**src/rtl/fetch_pkg.sv**
```systemverilog
// fetch_pkg: shared fetch-path types and constants
package fetch_pkg;
  typedef enum logic [1:0] {IDLE, FETCH, WAIT, HOLD} fetch_state_t;
  localparam logic [31:0] RESET_PC = 32'h0000_0000;
  localparam logic [31:0] INSTR_ALIGN_MASK = 32'hFFFF_FFFC;
  localparam logic [6:0] OPCODE_BRANCH = 7'b1100011;
endpackage

```
**src/rtl/pc_next_calc.sv**
```systemverilog
// pc_next_calc: next-pc selection (redirect vs pc+pc_inc) with alignment and misalign flag
module pc_next_calc
  import fetch_pkg::*;
#(
  parameter int XLEN = 32
) (
  input  logic [XLEN-1:0] pc,
  input  logic [XLEN-1:0] pc_inc,
  input  logic            redirect_valid,
  input  logic [XLEN-1:0] redirect_pc,
  output logic [XLEN-1:0] next_pc,
  output logic            misalign
);
  assign next_pc  = (redirect_valid ? redirect_pc : pc + pc_inc) & INSTR_ALIGN_MASK;
  assign misalign = !redirect_valid && (pc_inc[1:0] != 2'b00);
endmodule

```
**src/rtl/pc_fetch_unit.sv**
```systemverilog
// pc_fetch_unit: program counter and single-outstanding instruction fetch handshake
module pc_fetch_unit
  import fetch_pkg::*;
#(
  parameter int              XLEN     = 32,
  parameter logic [XLEN-1:0] RESET_PC = fetch_pkg::RESET_PC
) (
  input  logic            clk,
  input  logic            rst_n,
  output logic            imem_req_valid,
  input  logic            imem_req_ready,
  output logic [XLEN-1:0] imem_addr,
  input  logic            imem_resp_valid,
  input  logic [XLEN-1:0] imem_resp_data,
  output logic            instr_valid,
  input  logic            instr_ready,
  output logic [XLEN-1:0] instr,
  output logic [XLEN-1:0] pc,
  input  logic [XLEN-1:0] pc_inc,
  input  logic            redirect_valid,
  input  logic [XLEN-1:0] redirect_pc,
  output logic            misalign_err
);
  fetch_state_t    state;
  logic            discard;
  logic [XLEN-1:0] next_pc;
  logic            misalign;
  logic            pc_upd;
  pc_next_calc #(.XLEN(XLEN)) u_next (
    .pc             (pc),
    .pc_inc         (pc_inc),
    .redirect_valid (redirect_valid),
    .redirect_pc    (redirect_pc),
    .next_pc        (next_pc),
    .misalign       (misalign)
  );
  assign pc_upd         = redirect_valid || (state == HOLD && instr_ready);
  assign imem_req_valid = state == FETCH;
  assign instr_valid    = state == HOLD;
  assign imem_addr      = pc;
  always_ff @(posedge clk or negedge rst_n) begin
    if (!rst_n) begin
      state        <= IDLE;
      discard      <= 1'b0;
      pc           <= RESET_PC;
      instr        <= '0;
      misalign_err <= 1'b0;
    end else begin
      if (pc_upd) pc <= next_pc;
      if (pc_upd && misalign) misalign_err <= 1'b1;
      case (state)
        IDLE:  state <= FETCH;
        FETCH: if (imem_req_ready) begin
          state   <= WAIT;
          discard <= redirect_valid;
        end
        // a response that coincides with a redirect is stale and is dropped too
        WAIT: if (imem_resp_valid) begin
          discard <= 1'b0;
          if (discard || redirect_valid) state <= FETCH;
          else begin
            instr <= imem_resp_data;
            state <= HOLD;
          end
        end else if (redirect_valid) discard <= 1'b1;
        HOLD:    if (redirect_valid || instr_ready) state <= FETCH;
        default: state <= IDLE;
      endcase
    end
  end
endmodule

```
**config.mk**
```make
export PLATFORM = sky130hd
export DESIGN_NAME = pc_fetch_unit
export DESIGN_NICKNAME = d
export VERILOG_FILES = /design/src/rtl/fetch_pkg.sv /design/src/rtl/pc_next_calc.sv /design/src/rtl/pc_fetch_unit.sv
export SDC_FILE = /design/constraint.sdc
export NUM_CORES = 1
export LEC_CHECK = 0
export CAP_MARGIN = 10
export CORE_ASPECT_RATIO = 1.2
export CORE_MARGIN = 5
export CORE_UTILIZATION = 47
export CTS_CLUSTER_DIAMETER = 40
export DETAILED_ROUTE_END_ITERATION = 12
export PLACE_DENSITY = 0.95
export SETUP_SLACK_MARGIN = 0.5
export SLEW_MARGIN = 5
export SYNTH_ARGS = -nofsm -noshare
export SYNTH_HDL_FRONTEND = slang
export SYNTH_SLANG_ARGS = --single-unit
```
**constraint.sdc**
```tcl
create_clock -name clk -period 8 [get_ports clk]
set_input_delay 0.8 -clock clk [delete_from_list [all_inputs] [get_ports clk]]
set_output_delay 0.8 -clock clk [all_outputs]
set_load 0.01 [all_outputs]
```
* Yosys cells after proc, flatten, opt, wreduce, memory -nomap -nowiden *
Cells that the tools add are included.

word-level totals
  output and inout port bits = 99
  bits in registers = 66
  input port bits = 102
  word-level logic and storage cells = 37

operators by class
  $add $sub $neg = 1
  reductions and logical operators = 13
  multiplexer cells = 10
  bitwise gates (word level) = 1
  equal/unequal tests = 7

operators by type and width
  operator              number
  $add A32 B32 Y32      1
  $mux W32              1
  $reduce_and A3 Y1     3
  $mux W2               4
  $pmux W2 S4           1
  $eq A2 B2 Y1 const B  2
  $ne A2 B1 Y1 const B  2
  $reduce_bool A2 Y1    2
  $logic_and A1 B1 Y1   3
  $logic_or A1 B1 Y1    3
  $mux W1               3
  $ne A3 B3 Y1 const B  1
  $eq A2 B1 Y1 const B  1
  $logic_not A2 Y1      1
  $ne A2 B2 Y1 const B  1
  $pmux W1 S2           1
  $logic_not A1 Y1      1
  $not A1 Y1            1

* Depth between registers and ports, before layout *
  depth after elaboration = 4
  mapped depth = 10

* Modules after synthesis *
A second synthesis with hierarchy kept.

second synthesis, totals
  cells, all modules = 502
  area, all modules = 5,033.6 µm²

modules (own cells, without submodules)
  module         area an instance (µm²)  times used  cells each
  pc_fetch_unit  2,925.3                 1           195
  pc_next_calc   2,108.3                 1           307

* Worst setup path before layout *
Ideal clock, no wire load.

  kind = input port to flip-flop
  start = input port pc_inc[2]
  end = register pc[30] (netlist: imem_addr[30])
  setup slack = 4.932 ns
  stages on the path = 10
  arrival time = 2.995 ns
  setup time = 0.073 ns
  cells stage by stage = ha_1 > fa_1 > a211o_1 > a211o_1 > a22oi_2 > o21ai_2 > a31oi_4 > o31ai_2 > mux2_4 > a21oi_2

on the way
  longest elaborated chain between the ends = 2

ends and longest elaborated chain
  element                 RTL line             source
  start: declaration      pc_fetch_unit.sv:19  input logic [XLEN-1:0] pc_inc,
  $add A32 B32 Y32        pc_next_calc.sv:14   assign next_pc = (redirect_valid ? redirect_pc : pc + pc_inc) & INSTR_ALIGN_MASK;
  $mux W32                pc_next_calc.sv:14
  end signal: assignment  pc_fetch_unit.sv:49  if (pc_upd) pc <= next_pc;
  end: declaration        pc_fetch_unit.sv:18  output logic [XLEN-1:0] pc,

Every way passes these cells.
A chain may end at the register's enable or synchronous reset.

* Final worst setup path *
Ends and elaborated chain as after synthesis.

==> out/metrics.csv <==
stage;metric;value;unit
final_layout;multi_input_area;2700;µm²
synthesis;synth_edf_count;0;
power;power.density;262;nW/µm²
grt;grt_pass1_vias;4693;
power;leakage;2.96;nW
placed_design;port_buffers;194;
grt;grt_pass1_wl;22600;µm
clock_tree;cts_sinks;66;
sta;period_needed;3.46;ns
synthesis;synth_top_area_share;34.9;%
placed_design;place_congestion;0.913;
final_layout;seq_area;1650;µm²
routing;finalWirelength;14000;µm
sta;final-setup-viol-count;0;
worst_setup_path;r2r_end;imem_addr[30];
worst_setup_path;worstSetupPathType;input port to register;
sta;worst_pin_slew;0.856;ns
worst_setup_path;cp_common_cell;a211o_1;
worst_setup_path;cp.arrival;3.72;ns
synthesis;ys_seq_elements;66;
worst_setup_path;crit_chain;clkdlybuf4s50_1 > ha_1 > fa_1 > a211o_1 > a211o_1 > a22oi_2 > o21ai_2 > a31oi_4 > o31ai_2 > mux2_4 > a21oi_2;
final_layout;area_growth;44.1;%
status;status;finished, final reports clean;
grt;grt.overflow.total;0;
sta;relSlewSlack;43.0;%
clock_tree;clock_path_buffers;2;
floorplanning;rows;40;
final_layout;layout.nets;792;
routing;wl_per_cell;17.8;µm
sta;slew_viol_final;0;
floorplanning;io_pins;201;
clock_tree;cts_inserted_buffers;9;
worst_setup_path;rr_worst_depth;10;
clock_tree;cts_setup_buffers;0;
worst_hold_path;holdCritStartpoint;misalign_err;
worst_setup_path;r2r-start;imem_addr[2];
floorplanning;die_w;102;µm
floorplanning;initial_core_util;47.7;%
clock_tree;cts_root_buf;clkbuf_16;
routing;num_vias;4374;
synthesis;synth_ff_type;dfrtp_1;
clock_tree;cts_repair_resize_count;0;
clock_tree;postCtsHoldBufs;0;
worst_setup_path;cp_max_fo;5;
synthesis;yosys.area.top_type;dfrtp_1;
placed_design;dp_hpwl;10500;µm
sta;fin_setup_tns;0;ns
synthesis;yosysSeqAreaShare;34.9;%
worst_hold_path;hold_end;misalign_err;
placed_design;dpl-instance-area;6520;µm²
final_layout;drive_above_1_share;11.2;%
grt;grt_max_degree;67;
synthesis;ys_types;64;
worst_setup_path;max_stage_delay;0.46;ns
clock_tree;cts_tree;yes;
synthesis;synth_area_leaders;dfrtp_1, ha_1, mux2_2;
routing;drt_pre_antenna_iters;5;
synthesis;async_flop_share;100;%
routing;drt_iter0_drc;242;
routing;final_antenna_net_count;0;
sta;finClkSkew;0.00748;ns
floorplanning;core_area;9910;µm²
final_layout;postLayoutCellArea;6810;µm²
synthesis;netlist_area;4730;µm²
clock_tree;clk_pin_slew_worst_paths;0.06;ns
routing;drc;0;
worst_setup_path;critical-path-slowest-cell;fa_1;
synthesis;yosysWarnings;0;
worst_setup_path;path_buf_inv;1;
power;peakVddDrop;212;µV
sta;post-route-period-util;43.3;%
clock_tree;clock_latency;0.33;ns
routing;via_per_inst;5.56;
grt;grt_util_all_layers;23.2;%
sta;fmax;0.289;GHz
synthesis;postSynthAreaPerCell;9.44;µm²
worst_setup_path;crit_family;compound AO/OA/AOI/OAI gates;
synthesis;synth_cells;501;
job;max-cap-violations;0;
final_layout;nFillCells;731;
worst_setup_path;path_depth;11;
clock_tree;htree_levels;3;
worst_hold_path;min_path_type;register to register;
sta;rsz0062_at_grt;false;
worst_setup_path;critPathLaunchType;input port;
worst_hold_path;holdPathStages;1;
worst_setup_path;crit_required;8.26;ns
floorplanning;die_height;120;µm
final_layout;insertedDiodeCount;0;
sta;hold_violations;0;
floorplanning;design.die.area;12200;µm²
grt;antenna_found_initial;0;
worst_setup_path;crit_path_end_kind;register;
worst_setup_path;r2r_setup_slack;4.95;ns
==> registers in the layout, summed over array words and instances (netlist names) <==
signal / cells
discard: 1
imem_addr: 30
instr: 32
misalign_err: 1
state: 2
==> worst max-delay path by stage <==
| stage | from | endpoint | slack (ns) |
|---|---|---|---|
| after detailed placement | pc_inc[2] | imem_addr[28] | 4.23 |
| after CTS | pc_inc[2] | imem_addr[30] | 4.54 |
| after floorplan | pc_inc[2] | imem_addr[30] | 4.93 |
| final | pc_inc[2] | imem_addr[30] | 4.54 |
| after global routing | pc_inc[2] | imem_addr[18] | 4.44 |
| after global placement | pc_inc[2] | imem_addr[30] | 4.31 |
==> area by class of cell <==
type / instances / share of cell area (%)
clock inverters: 4 / 0.753
repair buffers: 198 / 28.8
well taps: 126 / 2.31
inverters: 11 / 0.606
flip-flops and latches: 66 / 24.2
clock buffers: 12 / 3.62
multi-input cells: 370 / 39.7
==> power by group <==
group | internal [W] | switching [W] | leakage [nW]
Clock | 0.000250 | 0.000147 | 0.143
Sequential | 0.000434 | 0.0000787 | 0.819
Combinational | 0.000471 | 0.000401 | 2.00
==> logic make-up after synthesis <==
family / share of synthesized area (%)
AOI/OAI and AO/OA: 20.9
xor gates and xnor gates: 3.33
adders and majority gates: 9.15
other: 0.0793
and+or+nand+nor: 12.4
buffers and inverters: 8.15
muxes: 11.0
DFF: 34.9
==> cell usage in the layout, fill, tap and decap left out, drive strengths merged, types with 3 or more instances in the layout <==
master           n
mux2            38
buf              6
ha              33
inv             11
nand3            4
clkdlybuf4s50  192
clkbuf          12
xnor2           12
o21bai           4
a311oi           4
dfrtp           66
a211oi          10
a211o            4
o211ai           3
nand2           47
a21oi           43
nor3b            5
and3             3
a21o            15
o21a             4
nor2            28
mux2i            9
nand4            5
and2             4
conb             4
a221oi           3
o21ai           41
xor2             6
nor3            10
nand2b           3
==> per-stage QoR <==
stage	power (W)	hold slack, ns	std cells	utilization, %	worst slack [ns]
after floorplan	0.00100	0.504	504	-	4.93
after global placement	0.00134	0.452	771	65.8	4.31
after detailed placement	0.00138	0.455	771	65.8	4.23
after CTS	0.00180	0.476	787	68.8	4.54
after global routing	0.00190	0.487	787	68.8	4.44
final	0.00178	0.473	787	68.8	4.54
==> cells in the mapped netlist, types with 3 or more instances <==
library cell  count
a211o_1           4
a211oi_1          7
a21o_1           15
a21oi_1          41
a311oi_1          4
and2_1            4
and3_1            3
buf_1             5
buf_4            34
clkbuf_1         16
dfrtp_1          66
ha_1             33
inv_1            11
mux2_2           36
mux2i_1           9
nand2_1          47
nand2b_1          3
nand3_1           4
nand4_1           5
nor2_1           28
nor3_1            9
nor3b_1           5
o21a_1            4
o21ai_0          22
o21ai_1          17
o21bai_1          4
xnor2_1          12
xor2_1            6
==> routing by layer <==
layer	vias up	wire length (µm)	track usage [%]
met5	-	0	0
li1	2083	-	-
met2	205	7060	40.5
met4	0	135	5.74
met3	15	1580	9.83
met1	2071	5270	25.7
No activity file was read; power rests on OpenSTA's default activity.
